--- config.mk ---
export PLATFORM = sky130hd
export DESIGN_NAME = func_param
export DESIGN_NICKNAME = d
export VERILOG_FILES = /design/src/rtl/func_param.sv
export SDC_FILE = /design/constraint.sdc
export NUM_CORES = 1
export LEC_CHECK = 0
export ABC_AREA = 1
export CORE_UTILIZATION = 45
export DETAILED_ROUTE_END_ITERATION = 12
export HOLD_SLACK_MARGIN = 0.15
export PLACE_DENSITY = 0.61
export RECOVER_POWER = 100
export SKIP_CTS_REPAIR_TIMING = 1
export SLEW_MARGIN = 20
export SYNTH_ARGS = -nofsm -noshare
export SYNTH_HDL_FRONTEND = slang
export SYNTH_SLANG_ARGS = --single-unit
--- constraint.sdc ---
create_clock -name clk_i -period 4.6 [get_ports clk_i]
set_clock_uncertainty 0.05 [all_clocks]
set_input_delay 0.69 -clock clk_i [delete_from_list [all_inputs] [get_ports clk_i]]
set_output_delay 0.69 -clock clk_i [all_outputs]
set_load 0.05 [all_outputs]
--- src/rtl/func_param.sv ---
// Multi-cycle evaluator: y = a^3 + isqrt(b) or a^2 + isqrt(b).
// One shared shift-add multiplier plus a concurrent restoring isqrt.
module func_param #(
  parameter int W = 8,
  localparam int YW = 3*W+1
) (
  input  logic          clk_i,
  input  logic          rst_ni,
  input  logic          start_i,
  input  logic          mode_i,
  input  logic [W-1:0]  a_bi,
  input  logic [W-1:0]  b_bi,
  output logic          busy_o,
  output logic          done_o,
  output logic [YW-1:0] y_bo
);

  localparam int PW = 3*W;
  localparam int CW = $clog2(W);
  localparam int SW = W/2;
  localparam int RW = W+2;
  localparam int QW = $clog2(SW+1);

  localparam logic [1:0] IDLE = 2'd0;
  localparam logic [1:0] MUL1 = 2'd1;
  localparam logic [1:0] MUL2 = 2'd2;
  localparam logic [1:0] ADD  = 2'd3;

  localparam logic [CW-1:0] LAST = CW'(W-1);

  logic [1:0]    state;
  logic [CW-1:0] cnt;
  logic [W-1:0]  a_q;
  logic          mode_q;
  logic [PW-1:0] mcand;
  logic [W-1:0]  mplier;
  logic [PW-1:0] acc;
  logic [YW-1:0] y_q;

  logic [W-1:0]  sq_b;
  logic [RW-1:0] sq_rem;
  logic [SW-1:0] sq_root;
  logic [QW-1:0] sq_cnt;

  logic [PW-1:0] acc_nxt;
  logic          last;
  logic [RW-1:0] rem_sh;
  logic [RW-1:0] trial;
  logic          ge;

  always_comb begin
    acc_nxt = acc + (mplier[0] ? mcand : '0);
    last    = (cnt == LAST);
    rem_sh  = (sq_rem << 2) | RW'(sq_b[W-1:W-2]);
    trial   = {{(RW-SW-2){1'b0}}, sq_root, 2'b01};
    ge      = (rem_sh >= trial);
  end

  always_ff @(posedge clk_i or negedge rst_ni) begin
    if (!rst_ni) begin
      state   <= IDLE;
      cnt     <= '0;
      a_q     <= '0;
      mode_q  <= 1'b0;
      mcand   <= '0;
      mplier  <= '0;
      acc     <= '0;
      y_q     <= '0;
      sq_b    <= '0;
      sq_rem  <= '0;
      sq_root <= '0;
      sq_cnt  <= '0;
    end else begin
      // root digit per cycle; idles once the count drains
      if (sq_cnt != '0) begin
        sq_b    <= sq_b << 2;
        sq_rem  <= ge ? rem_sh - trial : rem_sh;
        sq_root <= {sq_root[SW-2:0], ge};
        sq_cnt  <= sq_cnt - QW'(1);
      end
      case (state)
        IDLE: begin
          if (start_i) begin
            state   <= MUL1;
            a_q     <= a_bi;
            mode_q  <= mode_i;
            mcand   <= PW'(a_bi);
            mplier  <= a_bi;
            acc     <= '0;
            cnt     <= '0;
            sq_b    <= b_bi;
            sq_rem  <= '0;
            sq_root <= '0;
            sq_cnt  <= QW'(SW);
          end
        end
        MUL1: begin
          acc    <= acc_nxt;
          mcand  <= mcand << 1;
          mplier <= mplier >> 1;
          cnt    <= cnt + CW'(1);
          if (last) begin
            cnt <= '0;
            if (!mode_q) begin
              // square becomes the multiplicand for the cube pass
              state  <= MUL2;
              mcand  <= acc_nxt;
              mplier <= a_q;
              acc    <= '0;
            end else begin
              state <= ADD;
            end
          end
        end
        MUL2: begin
          acc    <= acc_nxt;
          mcand  <= mcand << 1;
          mplier <= mplier >> 1;
          cnt    <= cnt + CW'(1);
          if (last) begin
            cnt   <= '0;
            state <= ADD;
          end
        end
        ADD: begin
          y_q   <= YW'(acc) + YW'(sq_root);
          state <= IDLE;
        end
        default: state <= IDLE;
      endcase
    end
  end

  assign busy_o = (state != IDLE);
  assign done_o = (state == ADD);
  assign y_bo   = y_q;

endmodule

=== Word-level counts from Yosys, hierarchy flattened ===
Index checks and enable logic that the tools add are counted.
Widths: inputs -> output; s select.

* Mux-type cells: 34
* Add/subtract/negate cells: 5
* Bitwise logic cells: 1
* Reduce and logical (&&, ||, !) cells: 10
* Eq/ne operators: 7
* $lt $le $gt $ge: 1

{| class="wikitable"
|+ Operators with widths
! operator !! count
|-
| $mux 24 || 7
|-
| $pmux 24 s3 || 2
|-
| $mux 8 || 6
|-
| $mux 10 || 4
|-
| $add 24x4->25 || 1
|-
| $add 24x24->24 || 1
|-
| $pmux 8 s3 || 1
|-
| $mux 3 || 5
|-
| $mux 4 || 3
|-
| $ge 10x6->1 || 1
|-
| $or 10x2->10 || 1
|-
| $sub 10x6->10 || 1
|-
| $pmux 2 s4 || 1
|-
| $mux 2 || 3
|-
| $ne 2x2->1 const B || 3
|-
| $pmux 3 s2 || 1
|-
| $reduce_and 2->1 || 3
|-
| $reduce_bool 3->1 || 2
|-
| $eq 2x2->1 const B || 2
|-
| $reduce_bool 2->1 || 2
|-
| $add 3x1->3 const B || 1
|-
| $eq 3x3->1 const B || 1
|-
| $reduce_and 3->1 || 1
|-
| $sub 3x1->3 const B || 1
|-
| 4 further kinds || 4
|}

* Logic and storage cells: 70
* Bits of input ports: 20
* Register bits: 120
* Output and inout port bits: 27

=== Logic depth before layout (Yosys ltp) ===
* Depth in word-level cells: 6
* Gate-level depth with buffers: 21
* Gate-level depth less buffers: 19

=== Worst setup path before layout ===
Ideal clock, no wire load.

* Path kind: reg-to-reg
* Start point: register mplier[0]
* End point: register mcand[16]
* Stages on the path, launching flop included: 22
* Arrival time: 2.411 ns
* Path slack: 2.023 ns
* Clock period less this slack: 2.577 ns
* Cell sequence: dfrtp_1 -> clkbuf_1 -> clkbuf_1 -> nand2_1 -> inv_1 -> ha_1 -> inv_1 -> fa_1 -> inv_1 -> nand3_1 -> nand2_1 -> nand2_1 -> nand2_1 -> nand3_1 -> nand2_1 -> nand2_1 -> nand2_1 -> nand2_1 -> nand2_1 -> nand2_1 -> nand2_1 -> nand2_1

* Longest elaborated chain between the ends: 5

{| class="wikitable"
|+ Ends and longest elaborated chain
! element !! line !! text
|-
| start, declared || 36 || <nowiki>logic [W-1:0] mplier;</nowiki>
|-
| start signal, assigned || 88 || <nowiki>mplier <= a_bi;</nowiki>
|-
| start signal, assigned || 100 || <nowiki>mplier <= mplier >> 1;</nowiki>
|-
| start signal, assigned || 108 || <nowiki>mplier <= a_q;</nowiki>
|-
| $mux 24 || 52 || <nowiki>acc_nxt = acc + (mplier[0] ? mcand : '0);</nowiki>
|-
| $add 24x24->24 || 52 ||
|-
| $mux 24 || 104 || <nowiki>if (!mode_q) begin</nowiki>
|-
| $mux 24 || 102 || <nowiki>if (last) begin</nowiki>
|-
| $pmux 24 s3 || 81 || <nowiki>case (state)</nowiki>
|-
| end signal, assigned || 87 || <nowiki>mcand <= PW'(a_bi);</nowiki>
|-
| end signal, assigned || 99 || <nowiki>mcand <= mcand << 1;</nowiki>
|-
| end signal, assigned || 107 || <nowiki>mcand <= acc_nxt;</nowiki>
|-
| end, declared || 35 || <nowiki>logic [PW-1:0] mcand;</nowiki>
|}

Every way passes these cells.
A chain may end at the register's enable or synchronous reset.

=== Worst setup path after layout ===
* Start point: register state[1]
* End point: output done_o

* Longest elaborated chain between the ends: 1

{| class="wikitable"
|+ Ends and longest elaborated chain
! element !! line !! text
|-
| start, declared || 31 || <nowiki>logic [1:0] state;</nowiki>
|-
| start signal, assigned || 61 || <nowiki>state <= IDLE;</nowiki>
|-
| start signal, assigned || 84 || <nowiki>state <= MUL1;</nowiki>
|-
| start signal, assigned || 106 || <nowiki>state <= MUL2;</nowiki>
|-
| $eq 2x2->1 || 135 || <nowiki>assign done_o = (state == ADD);</nowiki>
|-
| end, declared || 14 || <nowiki>output logic done_o,</nowiki>
|}

Every way passes these cells.

==> run_results.csv <==
group,metric,value,unit
status,status,"complete, but fails checks",
status,violations,"max-capacitance violations, max-slew violations",
critical_path,crit_required,3860,ps
sta,slew_viol_final,58,
routing,first_iter_violations,514,
power_and_ir_drop,powerDensity,560.0,nW/um2
clock_network,root_buffer,"clkbuf_16",
power_and_ir_drop,ir_drop,0.4491,mV
power_and_ir_drop,seq_power_share,30.9,%
yosys,syn_area,8193,um2
yosys,synth_fp_nets,1289,
critical_path,cpMaxStageDelayCell,"dlygate4sd3_1",
yosys,synth.distinct_cells,43,
floorplan,initial_core_util,46.72,%
layout,fillers,1780,
grt,overflow,0,
routing,routed_via_density,5.130,
power_and_ir_drop,p_switching,2360,uW
sta,finalHoldViolations,0,
floorplan,core_area,17540,um2
layout,drive_gt1_share,3.997,%
sta,whs,411.7,ps
routing,ant_nets,0,
grt,grt_usage,24.35,%
power_and_ir_drop,p_leak,0.004902,uW
yosys,yosys_warnings,0,
routing,drc,0,
sta,setup_viol_count_final,0,
clock_network,cts_buffers,17,
clock_network,cts_tree,"yes",
floorplan,die_h,136.9,um
sta,max_clock_freq,0.2761,GHz
routing,vias,7700,
layout,nNetsFinal,1328,
sta,fin_crit,3622,ps
sta,slew_headroom,-102.9,%
layout,final_cell_mix,"nand2_1 (447), inv_1 (178), dfrtp_1 (118)",
critical_path,path_class,"flip-flop to primary output",
placed_design,port_buffers,46,
critical_path,crit_chain,"ha_1 -> clkbuf_1 -> dlygate4sd3_1",
routing,routedWlPerCell,14.19,um
sta,timing.setup.tns,0,ps
grt,grt_pass1_wl,35330,um
yosys,ys.flop_type,"dfrtp_1",
critical_path,crit_fanout,25,
sta,finalCritPeriodShare,78.73,%
yosys,syn-mean-instance-area,6.688,um2
clock_network,path_clk_slew,60,ps
power_and_ir_drop,p_clk_share,24.0,%
critical_path,slowest_delay,1000,ps
layout,final_common_cell,"nand2_1",
floorplan,rows,48,
placed_design,gp_congestion,0.9088,
power_and_ir_drop,p_comb_share,45.1,%
yosys,synthCells,1225,
yosys,synth-seq-area-share,36.04,%
placed_design,hpwl,16230,um
critical_path,endpoint_kind,"primary output",
floorplan,die_area,18750,um2
critical_path,worstSetupStartpoint,"state[1]$_DFFE_PN0P_",
grt,grt_pass1_vias,7089,
power_and_ir_drop,p_int,2890,uW
yosys,synth_edf_count,0,
critical_path,cpLargestDelayFamily,"buffers and inverters",
grt,antenna_found_initial,0,
sta,tightestPinTransition,3043,ps
critical_path,worstSetupStartpointType,"flip-flop",
floorplan,ios,47,
yosys,async_flop_share,100.0,%
clock_network,h-tree-depth,4,
power_and_ir_drop,swShare,44.95,%
run,cap_violations,1,
clock_network,cts.sinks,118,
hold_path,worstHoldStart,"y_bo[0]$_DFFE_PN0P_",
routing,wl,21300,um
clock_network,clock_path_buffers,2,
routing,drt_pass1_iterations,5,
floorplan,dieWidth,136.9,um
layout,antenna_cells,0,
clock_network,clock_latency,430,ps
critical_path,arrival,2880,ps
hold_path,holdCritPathClass,"flip-flop to flip-flop",
critical_path,path_buf_inv,2,
layout,area_growth_syn_to_layout,14.42,%
grt,grt_max_degree,58,
critical_path,r2r_start,"state[0]$_DFFE_PN0P_",
sta,rsz0062_at_grt,"false",
yosys,ys_ff_latch,118,
through the flow:
step | total power [uW] | cell area (um2) | worst slack (ps) | std cells | util [%]
final | 5250 | 9374 | 978.3 | 1501 | 53.45
after global placement | 4009 | 8842 | 1582 | 1470 | 50.42
after global routing | 5660 | 9374 | 678.2 | 1501 | 53.45
after floorplan | 3374 | 8193 | 2023 | 1225 | -
after detailed placement | 4042 | 8842 | 1532 | 1470 | 50.42
after CTS | 5334 | 9409 | 1457 | 1501 | 53.65
flip-flops by register name, summed over array words and instances, names as in the netlist:
signal,count
y_bo,25
acc,24
mcand,24
a_q,8
mplier,8
sq_b,8
sq_rem,8
sq_root,4
cnt,3
sq_cnt,3
state,2
mode_q,1
area by class of cell:
class                           count  area (um2)  share of cell area (%)
Clock buffer                       25       525.5                   5.606
Clock inverter                      6       41.29                  0.4405
Inverter                          183       686.9                   7.328
Multi-Input combinational cell    891        4390                   46.84
Sequential cell                   118        2953                   31.50
Tap cell                          225       281.5                   3.003
Timing Repair Buffer               53       495.5                   5.286
power groups by stage:
| stage | combinational [uW] | sequential [uW] | clock, uW |
|---|---|---|---|
| 2_1_floorplan | 1620 | 1760 | 0 |
| 4_1_cts | 2420 | 1630 | 1290 |
| 3_3_place_gp | 2380 | 1630 | 0 |
| 6_report | 2370 | 1620 | 1260 |
| 5_1_grt | 2660 | 1670 | 1330 |
| 3_5_place_dp | 2400 | 1640 | 0 |
per-layer routing:
| layer | wire, um | share of wire, % | vias up | GRT usage [%] |
|---|---|---|---|---|
| li1 | - | - | 3971 | - |
| met1 | 10900 | 51 | 3507 | 35.88 |
| met2 | 8843 | 42 | 194 | 35.04 |
| met3 | 1201 | 5.6 | 28 | 5.259 |
| met4 | 352 | 1.7 | 0 | 7.753 |
| met5 | 0 | 0 | - | 0 |
path summary, 6_finish.rpt:
kind	endpoint	slack, ps	cells after the start
max in group asynchronous	mcand[1]$_DFFE_PN0P_	1550	2
worst max register to register	acc[18]$_DFFE_PN0P_	1110	8
min in group asynchronous	y_bo[20]$_DFFE_PN0P_	1210	1
worst min-delay path	y_bo[0]$_DFFE_PN0P_	410	2
worst max-delay path	done_o	980	3
worst min register to register	y_bo[0]$_DFFE_PN0P_	410	2
synthesized netlist by cell type (3+ instances only):
| master | number | share of area (%) |
|---|---|---|
| a21oi_1 | 42 | 2.6 |
| a22o_1 | 3 | 0.32 |
| a31oi_1 | 11 | 0.84 |
| buf_2 | 8 | 0.49 |
| clkbuf_1 | 23 | 1.1 |
| dfrtp_1 | 118 | 36 |
| ha_1 | 42 | 6.4 |
| inv_1 | 178 | 8.2 |
| inv_2 | 4 | 0.18 |
| nand2_1 | 447 | 20 |
| nand3_1 | 59 | 3.6 |
| nand3_2 | 3 | 0.37 |
| nand3b_1 | 4 | 0.37 |
| nand4_1 | 12 | 0.92 |
| nor2_1 | 100 | 4.6 |
| nor2_4 | 4 | 0.55 |
| nor3_1 | 13 | 0.79 |
| o211ai_1 | 11 | 1.0 |
| o21ai_0 | 86 | 5.3 |
| o21ai_1 | 3 | 0.18 |
| o22ai_1 | 5 | 0.38 |
| o311ai_0 | 6 | 0.64 |
| o31ai_1 | 3 | 0.27 |
| xnor2_1 | 4 | 0.43 |
| xor2_1 | 14 | 1.5 |
worst min-delay path, cell delays in order (launching register included):
cell and delay, ps:
dfrtp_1 330, nand2_1 50, nand2_1 40
logic make-up (layout without fill, tap and decap cells):
| logic type | after synthesis | count (layout) | share of synthesized area (%) |
|---|---|---|---|
| simple gates | 651 | 651 | 32.76 |
| fa+ha+maj | 44 | 44 | 6.903 |
| buf+inv | 216 | 267 | 10.13 |
| xor+xnor | 18 | 18 | 1.924 |
| flops | 118 | 118 | 36.04 |
| compound gates | 178 | 178 | 12.25 |
Note: power is estimated with default switching activity, not from simulation.
